**src/rtl/spi_trans_sequencer.sv**
```systemverilog
// Sequences one multi-word SPI transaction: SS setup, per-word TX pop / shift / optional RX push, SS hold, done.
// Optional stall watchdog is compiled in when SPI_SEQ_TIMEOUT_EN is defined.
module spi_trans_sequencer #(
  parameter int DATA_W   = 32,
  parameter int LEN_W    = 8,
  parameter int SS_W     = 4,
  parameter int SS_SETUP = 2,
  parameter int SS_HOLD  = 2,
  parameter int TIMEOUT  = 1024
) (
  input  logic              clk_i,
  input  logic              reset_n_i,
  input  logic              trans_start_i,
  input  logic [LEN_W-1:0]  trans_len_i,
  input  logic [SS_W-1:0]   trans_ss_i,
  input  logic              trans_rx_en_i,
  input  logic              abort_i,
  output logic              busy_o,
  output logic              trans_done_o,
  output logic [1:0]        err_o,
  input  logic              tx_empty_i,
  input  logic [DATA_W-1:0] tx_data_i,
  output logic              tx_pull_o,
  input  logic              rx_full_i,
  output logic [DATA_W-1:0] rx_data_o,
  output logic              rx_push_o,
  output logic              sh_start_o,
  output logic [DATA_W-1:0] sh_data_o,
  input  logic              sh_done_i,
  input  logic [DATA_W-1:0] sh_data_i,
  output logic [SS_W-1:0]   ss_n_o
);

  localparam int CNT_MAX = (SS_SETUP > SS_HOLD) ? SS_SETUP : SS_HOLD;
  localparam int CNT_W   = (CNT_MAX < 2) ? 1 : $clog2(CNT_MAX);
  // The LOAD cycle itself is the last setup cycle, so SETUP lasts SS_SETUP-1 cycles.
  localparam logic [CNT_W-1:0] SETUP_LAST = CNT_W'((SS_SETUP > 1) ? SS_SETUP - 2 : 0);
  localparam logic [CNT_W-1:0] HOLD_LAST  = CNT_W'(SS_HOLD - 1);

  localparam logic [1:0] ERR_OK      = 2'd0;
  localparam logic [1:0] ERR_ABORT   = 2'd1;
  localparam logic [1:0] ERR_TIMEOUT = 2'd2;

  typedef enum logic [2:0] {
    IDLE, SETUP, LOAD, SHIFT, STORE, NEXT, HOLD
  } state_t;

  state_t             state_reg;
  logic [LEN_W-1:0]   rem_reg;
  logic [CNT_W-1:0]   cnt_reg;
  logic               rx_en_reg;
  logic               abort_pend_reg;
  logic               timeout_hit;

`ifdef SPI_SEQ_TIMEOUT_EN
  localparam int WD_W = $clog2(TIMEOUT + 1);

  logic [WD_W-1:0] wd_cnt_reg;
  logic            stall;

  always_comb begin
    stall = 1'b0;
    case (state_reg)
      LOAD:    stall = tx_empty_i;
      SHIFT:   stall = !sh_done_i;
      STORE:   stall = rx_full_i;
      default: stall = 1'b0;
    endcase
  end

  // Any non-stalled cycle in these states is a state change, so clearing on !stall restarts the count.
  always_ff @(posedge clk_i or negedge reset_n_i) begin
    if (!reset_n_i) begin
      wd_cnt_reg <= '0;
    end else if (stall) begin
      wd_cnt_reg <= wd_cnt_reg + WD_W'(1);
    end else begin
      wd_cnt_reg <= '0;
    end
  end

  assign timeout_hit = stall && (wd_cnt_reg == WD_W'(TIMEOUT - 1));
`else
  // Watchdog absent: stalls wait indefinitely.
  assign timeout_hit = 1'b0 & (TIMEOUT != 0);
`endif

  always_ff @(posedge clk_i or negedge reset_n_i) begin
    if (!reset_n_i) begin
      state_reg      <= IDLE;
      rem_reg        <= '0;
      cnt_reg        <= '0;
      rx_en_reg      <= 1'b0;
      abort_pend_reg <= 1'b0;
      ss_n_o         <= '1;
      busy_o         <= 1'b0;
      trans_done_o   <= 1'b0;
      err_o          <= ERR_OK;
      tx_pull_o      <= 1'b0;
      rx_push_o      <= 1'b0;
      sh_start_o     <= 1'b0;
      rx_data_o      <= '0;
      sh_data_o      <= '0;
    end else begin
      tx_pull_o    <= 1'b0;
      rx_push_o    <= 1'b0;
      sh_start_o   <= 1'b0;
      trans_done_o <= 1'b0;

      case (state_reg)
        IDLE: begin
          if (trans_start_i) begin
            err_o <= ERR_OK;
            if (trans_len_i == '0) begin
              trans_done_o <= 1'b1;
            end else begin
              rem_reg        <= trans_len_i;
              rx_en_reg      <= trans_rx_en_i;
              abort_pend_reg <= 1'b0;
              cnt_reg        <= '0;
              ss_n_o         <= ~trans_ss_i;
              busy_o         <= 1'b1;
              state_reg      <= (SS_SETUP > 1) ? SETUP : LOAD;
            end
          end
        end

        SETUP: begin
          if (abort_i) begin
            err_o     <= ERR_ABORT;
            cnt_reg   <= '0;
            state_reg <= HOLD;
          end else if (cnt_reg == SETUP_LAST) begin
            cnt_reg   <= '0;
            state_reg <= LOAD;
          end else begin
            cnt_reg <= cnt_reg + CNT_W'(1);
          end
        end

        LOAD: begin
          if (abort_i) begin
            err_o     <= ERR_ABORT;
            cnt_reg   <= '0;
            state_reg <= HOLD;
          end else if (timeout_hit) begin
            err_o     <= ERR_TIMEOUT;
            cnt_reg   <= '0;
            state_reg <= HOLD;
          end else if (!tx_empty_i) begin
            tx_pull_o  <= 1'b1;
            sh_data_o  <= tx_data_i;
            sh_start_o <= 1'b1;
            state_reg  <= SHIFT;
          end
        end

        // The engine is never cut mid-word; an abort is remembered until it reports done.
        SHIFT: begin
          if (sh_done_i) begin
            if (abort_pend_reg || abort_i) begin
              err_o     <= ERR_ABORT;
              cnt_reg   <= '0;
              state_reg <= HOLD;
            end else begin
              rx_data_o <= sh_data_i;
              state_reg <= rx_en_reg ? STORE : NEXT;
            end
          end else if (timeout_hit) begin
            err_o     <= (abort_pend_reg || abort_i) ? ERR_ABORT : ERR_TIMEOUT;
            cnt_reg   <= '0;
            state_reg <= HOLD;
          end else if (abort_i) begin
            abort_pend_reg <= 1'b1;
          end
        end

        STORE: begin
          if (abort_i) begin
            err_o     <= ERR_ABORT;
            cnt_reg   <= '0;
            state_reg <= HOLD;
          end else if (timeout_hit) begin
            err_o     <= ERR_TIMEOUT;
            cnt_reg   <= '0;
            state_reg <= HOLD;
          end else if (!rx_full_i) begin
            rx_push_o <= 1'b1;
            state_reg <= NEXT;
          end
        end

        NEXT: begin
          if (abort_i) begin
            err_o     <= ERR_ABORT;
            cnt_reg   <= '0;
            state_reg <= HOLD;
          end else if (rem_reg == LEN_W'(1)) begin
            cnt_reg   <= '0;
            state_reg <= HOLD;
          end else begin
            rem_reg   <= rem_reg - LEN_W'(1);
            state_reg <= LOAD;
          end
        end

        HOLD: begin
          if (cnt_reg == HOLD_LAST) begin
            ss_n_o       <= '1;
            busy_o       <= 1'b0;
            trans_done_o <= 1'b1;
            cnt_reg      <= '0;
            state_reg    <= IDLE;
          end else begin
            cnt_reg <= cnt_reg + CNT_W'(1);
          end
        end

        default: state_reg <= IDLE;
      endcase
    end
  end

endmodule

```
**config.mk**
```make
export PLATFORM = sky130hd
export DESIGN_NAME = spi_trans_sequencer
export DESIGN_NICKNAME = d
export VERILOG_FILES = /design/src/rtl/spi_trans_sequencer.sv
export SDC_FILE = /design/constraint.sdc
export NUM_CORES = 1
export LEC_CHECK = 0
export CAP_MARGIN = 20
export CORE_MARGIN = 10
export CORE_UTILIZATION = 40
export DETAILED_ROUTE_END_ITERATION = 8
export DONT_BUFFER_PORTS = 1
export SLEW_MARGIN = 10
export SYNTH_ARGS = -nofsm -noshare
export SYNTH_HDL_FRONTEND = slang
export SYNTH_SLANG_ARGS = --single-unit
```
**constraint.sdc**
```tcl
create_clock -name clk_i -period 4.6 [get_ports clk_i]
set_clock_uncertainty 0.2 [all_clocks]
set_input_delay 0.23 -clock clk_i [delete_from_list [all_inputs] [get_ports clk_i]]
set_output_delay 0.23 -clock clk_i [all_outputs]
set_load 0.03 [all_outputs]
```
==> results of run 1 <==
-- worst min path at each step --
| stage | startpoint | end |
|---|---|---|
| finish | tx_empty_i | sh_start_o |
| detailed placement | reset_n_i | rx_data_o[12] |
| CTS | abort_i | state_reg[0] |
| global route | tx_empty_i | sh_start_o |
| floorplan | reset_n_i | abort_pend_reg |
| global placement | reset_n_i | rx_data_o[12] |
-- cell usage after synthesis, types with 4 or more instances --
library cell and count:
dfrtp_1 83, buf_6 4, buf_2 7, nor4_1 6, nor3_1 6, mux2_4 30
a21oi_1 6, inv_1 6, nand2b_1 5, o21ai_0 24, nand2_1 15, nor2_1 16
mux2_2 33, dfstp_2 4
-- through the flow --
stage | setup WS [ns] | instance area [um2] | instances | util [%]
after detailed placement | 1.64 | 3980 | 416 | 41.3
after floorplan | 2.53 | 3920 | 300 | -
after global routing | 1.46 | 5100 | 518 | 52.9
after global placement | 1.69 | 3980 | 416 | 41.3
after CTS | 1.63 | 5100 | 517 | 52.9
final | 1.63 | 5100 | 518 | 52.9
-- per-layer routing --
metal	up-vias	wire [um]	global-route usage, %
li1	1225	-	-
met1	1281	4140	16.4
met2	106	5010	23.2
met3	4	902	6.28
met4	0	58	4.43
met5	-	0	0
-- cell type report --
cell class	count	area [um2]	area share, %
multi-input cells	189	1600	31.4
inverters	6	22.5	0.441
clock inverters	7	125	2.45
repair buffers	86	876	17.2
flip-flops and latches	87	2180	42.8
diodes	1	2.50	0.0490
well taps	133	166	3.26
clock buffers	9	124	2.43
-- worst max-delay path, delay by kind of cell, from the launching register on --
kind          cells  cell delay, ns
mux               1            0.48
simple gates      2            1.46
flops             1            0.71
-- power by group through the flow --
stage / sequential, mW / clock [mW] / combinational, mW
after floorplan: 1.94 / 0 / 0.733
after global placement: 2.10 / 0 / 0.731
after detailed placement: 2.10 / 0 / 0.758
after CTS: 2.09 / 0.684 / 0.842
after global routing: 2.15 / 0.714 / 0.948
final: 2.09 / 0.652 / 0.842
-- kinds of logic after synthesis --
group | synth area share, %
buffers and inverters | 3.58
adder cells (fa/ha/maj) | 0.638
multiplexers | 21.8
other | 0.0957
AND/OR/NAND/NOR | 9.39
AO/OA/AOI/OAI | 8.81
flip-flops | 55.7
-- what timing repair did --
action                                 4_1_cts  5_1_grt
hold buffers                                85        0
endpoints found under the hold margin      171        0
resized for setup                            0        0
==> results.sh, run 1 <==
export IMPL_setup_viol=0
export IMPL_tns_ns=0
export IMPL_slew_headroom_pct=31.5
export IMPL_netlist_area_leader_share_pct=53.0
export IMPL_numCtsBuffers=9
export IMPL_initial_core_util_pct=40.7
export IMPL_fin_crit_sh_pct=64.6
export IMPL_synth_seq_cells=87
export IMPL_worstPathArrival_ns=3.01
export IMPL_finalCriticalPeriod_ns=2.97
export IMPL_area_delta_synth_final_pct=30.2
export IMPL_ant_nets=0
export IMPL_p_per_area_nw_per_um2=702
export IMPL_r2r_cells=3
export IMPL_via_per_inst=5.05
export IMPL_syn_area_um2=3920
export IMPL_clk_pin_slew_ns=0.09
export IMPL_drcViolationCount=0
export IMPL_port_buffers=0
export IMPL_synthArstFlopShare_pct=100
export IMPL_die_x_um=119
export IMPL_fin_nets=465
export IMPL_root_buffer="clkbuf_8"
export IMPL_fp_row_count=36
export IMPL_fillers=816
export IMPL_final_cell_mix="dlygate4sd3_1 (84), dfrtp_1 (83), mux2_2 (33)"
export IMPL_gr_total_overflow=0
export IMPL_crit_path_end="rx_data_o[23]"
export IMPL_cp_required_ns=4.63
export IMPL_worst_path_largest_cell_delay_ns=1.17
export IMPL_tightest_slew_ns=1.03
export IMPL_grt_pass1_vias=2908
export IMPL_synth_avg_cell_area_um2=13.1
export IMPL_clockBufferDepth=2
export IMPL_hold_violations=0
export IMPL_drive_gt1_share_pct=24.2
export IMPL_slew_viol_final=0
export IMPL_max_freq_mhz=336
export IMPL_synthCells=300
export IMPL_grtUsageTotal_pct=14.2
export IMPL_synth_warning_count=0
export IMPL_seqPwrFrac_pct=58.3
export IMPL_synth_top_area_cell="dfrtp_1"
export IMPL_start_kind="flop"
export IMPL_cp_cell_sequence="nand2b_1 > or4_2 > mux2_1"
export IMPL_p_leak_nw=2.30
export IMPL_synth_edff_count=0
export IMPL_cp_slowest_cell="or4_2"
export IMPL_cts_tree="done"
export IMPL_yosysUniqueCellTypes=50
export IMPL_maxCapViolations=0
export IMPL_whs_ns=0.0484
export IMPL_power_mw=3.58
export IMPL_ys_flop_type="dfrtp_1"
export IMPL_core_um2=9640
export IMPL_hp_class="primary input to flop"
export IMPL_dieArea_um2=14200
export IMPL_final_common_cell="dlygate4sd3_1"
export IMPL_crit_path_start="state_reg[1]"
export IMPL_rr_endpoint="rx_data_o[23]"
export IMPL_clkLatencyLatePin_ns=0.34
export IMPL_io_pins=159
export IMPL_p_clk_share_pct=18.2
export IMPL_dr_total_vias=2616
export IMPL_ys_seq_area_share_pct=55.7
export IMPL_cts_max_level=3
export IMPL_cts_sinks=87
export IMPL_cts_setup_buffers=0
export IMPL_reg2reg_slack_ns=1.63
export IMPL_outcome="completed"
export IMPL_rsz0062_at_grt="no"
export IMPL_synth_fp_nets=386
export IMPL_die_h_um=119
export IMPL_grt_pass1_wl_um=16300
export IMPL_dp_hpwl_um=6490
export IMPL_worstPathMaxFanout=32
export IMPL_drt_initial_drc_count=142
export IMPL_synth_area_top_cells="dfrtp_1 (53%), mux2_4 (11%), mux2_2 (9.5%)"
export IMPL_switching_power_mw=1.57
export IMPL_holdPathStages=2
export IMPL_place_gp_congestion=0.800
export IMPL_p_int_mw=2.01
export IMPL_sw_frac_of_total_pct=43.9
export IMPL_dr_pass1_iters=4
export IMPL_path_class="flop to flop"
export IMPL_grt_max_degree=88
export IMPL_reg2reg_from="state_reg[1]"
export IMPL_wl_um=10100
export IMPL_antenna_found_initial=1
export IMPL_wl_per_cell_um=19.5
export IMPL_cp_end_kind="flop"
export IMPL_ir_worst_vdd_uv=372
export IMPL_comb_power_share_pct=23.5
Note: power is estimated with default switching activity, not from simulation.
==> run 2: changes to the inputs <==
==> constraint.sdc (replaced) <==
create_clock -name clk_i -period 2.9 [get_ports clk_i]
set_clock_uncertainty 0.2 [all_clocks]
set_input_delay 0.145 -clock clk_i [delete_from_list [all_inputs] [get_ports clk_i]]
set_output_delay 0.145 -clock clk_i [all_outputs]
set_load 0.03 [all_outputs]
==> run 2 against run 1 <==
Total power is 57% higher. Die area is the same. Final cell count up 0.77%. Sequential share of layout area is 0.17 points lower. Sequential power increased by 57%. Non-clock buffer count up 5.
==> results.sh, run 2 (synthesis results as in run 1) <==
export IMPL_post_dp_cell_area_um2=4010
export IMPL_grt_pass1_vias=2909
export IMPL_path_buf_inv=1
export IMPL_grtUsageTotal_pct=14.3
export IMPL_io_pins=159
export IMPL_wl_per_cell_um=19.2
export IMPL_via_per_inst=5.10
export IMPL_ant_nets=0
export IMPL_outcome="completed"
export IMPL_worst_path_largest_cell_delay_ns=0.62
export IMPL_clk_pin_slew_ns=0.09
export IMPL_initial_core_util_pct=40.7
export IMPL_clockBufferDepth=2
export IMPL_power_mw=5.63
export IMPL_cts_max_level=3
export IMPL_fin_nets=470
export IMPL_grt_max_degree=88
export IMPL_reg2reg_from="state_reg[2]"
export IMPL_wl_um=10000
export IMPL_worstPathArrival_ns=2.56
export IMPL_area_delta_synth_final_pct=30.7
export IMPL_dieArea_um2=14200
export IMPL_clkLatencyLatePin_ns=0.35
export IMPL_root_buffer="clkbuf_8"
export IMPL_stdcell_area_um2=5120
export IMPL_hp_class="primary input to flop"
export IMPL_cts_hold_buf=86
export IMPL_cp_end_kind="flop"
export IMPL_fp_row_count=36
export IMPL_finalCriticalPeriod_ns=2.52
export IMPL_numCtsBuffers=9
export IMPL_grt_pass1_wl_um=16500
export IMPL_cp_slowest_cell="or4b_4"
export IMPL_crit_family="simple AND/OR/NAND/NOR gates"
export IMPL_placed_cells=420
export IMPL_maxCapViolations=0
export IMPL_drt_initial_drc_count=122
export IMPL_fin_crit_sh_pct=87.0
export IMPL_slew_viol_final=0
export IMPL_n_antenna_cell=0
export IMPL_cts_repair_resized=0
export IMPL_place_gp_congestion=0.741
export IMPL_cts_setup_buffers=0
export IMPL_whs_ns=0.0550
export IMPL_die_x_um=119
export IMPL_dr_total_vias=2661
export IMPL_setup_viol=0
export IMPL_gr_total_overflow=0
export IMPL_final_cell_mix="dlygate4sd3_1 (85), dfrtp_1 (83), mux2_2 (33)"
export IMPL_antenna_found_initial=0
export IMPL_final_common_cell="dlygate4sd3_1"
export IMPL_cp_required_ns=2.94
export IMPL_drcViolationCount=0
export IMPL_tns_ns=0
export IMPL_p_per_area_nw_per_um2=1100
export IMPL_worstHoldStart="abort_i"
export IMPL_path_class="flop to flop"
export IMPL_cp_cell_sequence="or4b_4 > a21o_1 > nand2_1 > o31ai_1 > dlygate4sd3_1"
export IMPL_hold_violations=0
export IMPL_crit_path_start="state_reg[2]"
export IMPL_cts_sinks=87
export IMPL_dr_pass1_iters=4
export IMPL_slew_headroom_pct=47.1
export IMPL_worstPathMaxFanout=18
export IMPL_rsz0062_at_grt="no"
export IMPL_port_buffers=0
export IMPL_ir_worst_vdd_uv=469
export IMPL_start_kind="flop"
export IMPL_p_leak_nw=2.31
export IMPL_tightest_slew_ns=0.786
export IMPL_max_freq_mhz=396
export IMPL_fillers=808
export IMPL_dp_hpwl_um=6600
export IMPL_drive_gt1_share_pct=24.9
export IMPL_cts_tree="done"
export IMPL_instances_no_fill=522
export IMPL_core_um2=9640
export IMPL_die_h_um=119
[run 2: changes by cell type in the layout (fill, tap and decap cells not counted), sizes merged]
cell	previous run	this run
buf	2	6
clkinv	1	4
inv	9	7
bufinv	3	2
diode	1	0
dlygate4sd3	84	85
[run 2: area by class of cell]
type                       instances  area (um2)  area share, %
sequential                        87        2180           42.6
multi-input combinational        189        1600           31.3
timing repair buffer              91         916           17.9
tap                              133         166           3.25
clock buffer                       9         124           2.42
clock inverter                     7         108           2.10
inverter                           6        22.5          0.440
[run 2: final timing paths]
check	endpoint	slack, ns	cells after the start
max in group asynchronous	ss_n_o[1]	1.99	2
max	abort_pend_reg	0.38	5
max reg2reg	abort_pend_reg	0.38	5
min in group asynchronous	rx_data_o[13]	0.16	2
min	state_reg[1]	0.05	3
min reg2reg	rx_en_reg	0.34	1
[run 2: metal layers]
layer	GRT usage [%]	share of wire [%]	routed length, um
met1	16.7	39	3960
met2	23.9	51	5090
met3	5.72	8.7	870
met4	4.05	1.3	133
met5	0	0	0
[run 2: worst min-delay path, cell delays in order]
cell and delay, ns:
or3_1 0.08, mux2i_1 0.06, nor4_1 0.24
[run 2: stage by stage]
step                utilization, %  setup slack, ns
finish                        53.1            0.376
global route                  53.1            0.222
CTS                           53.1            0.392
detailed placement            41.6            0.421
global placement              41.6            0.476
floorplan                        -            0.830
[run 2: report_power, final]
group,internal [mW],switching [mW]
logic,0.839,0.549
clock network,0.497,0.455
registers,1.79,1.50
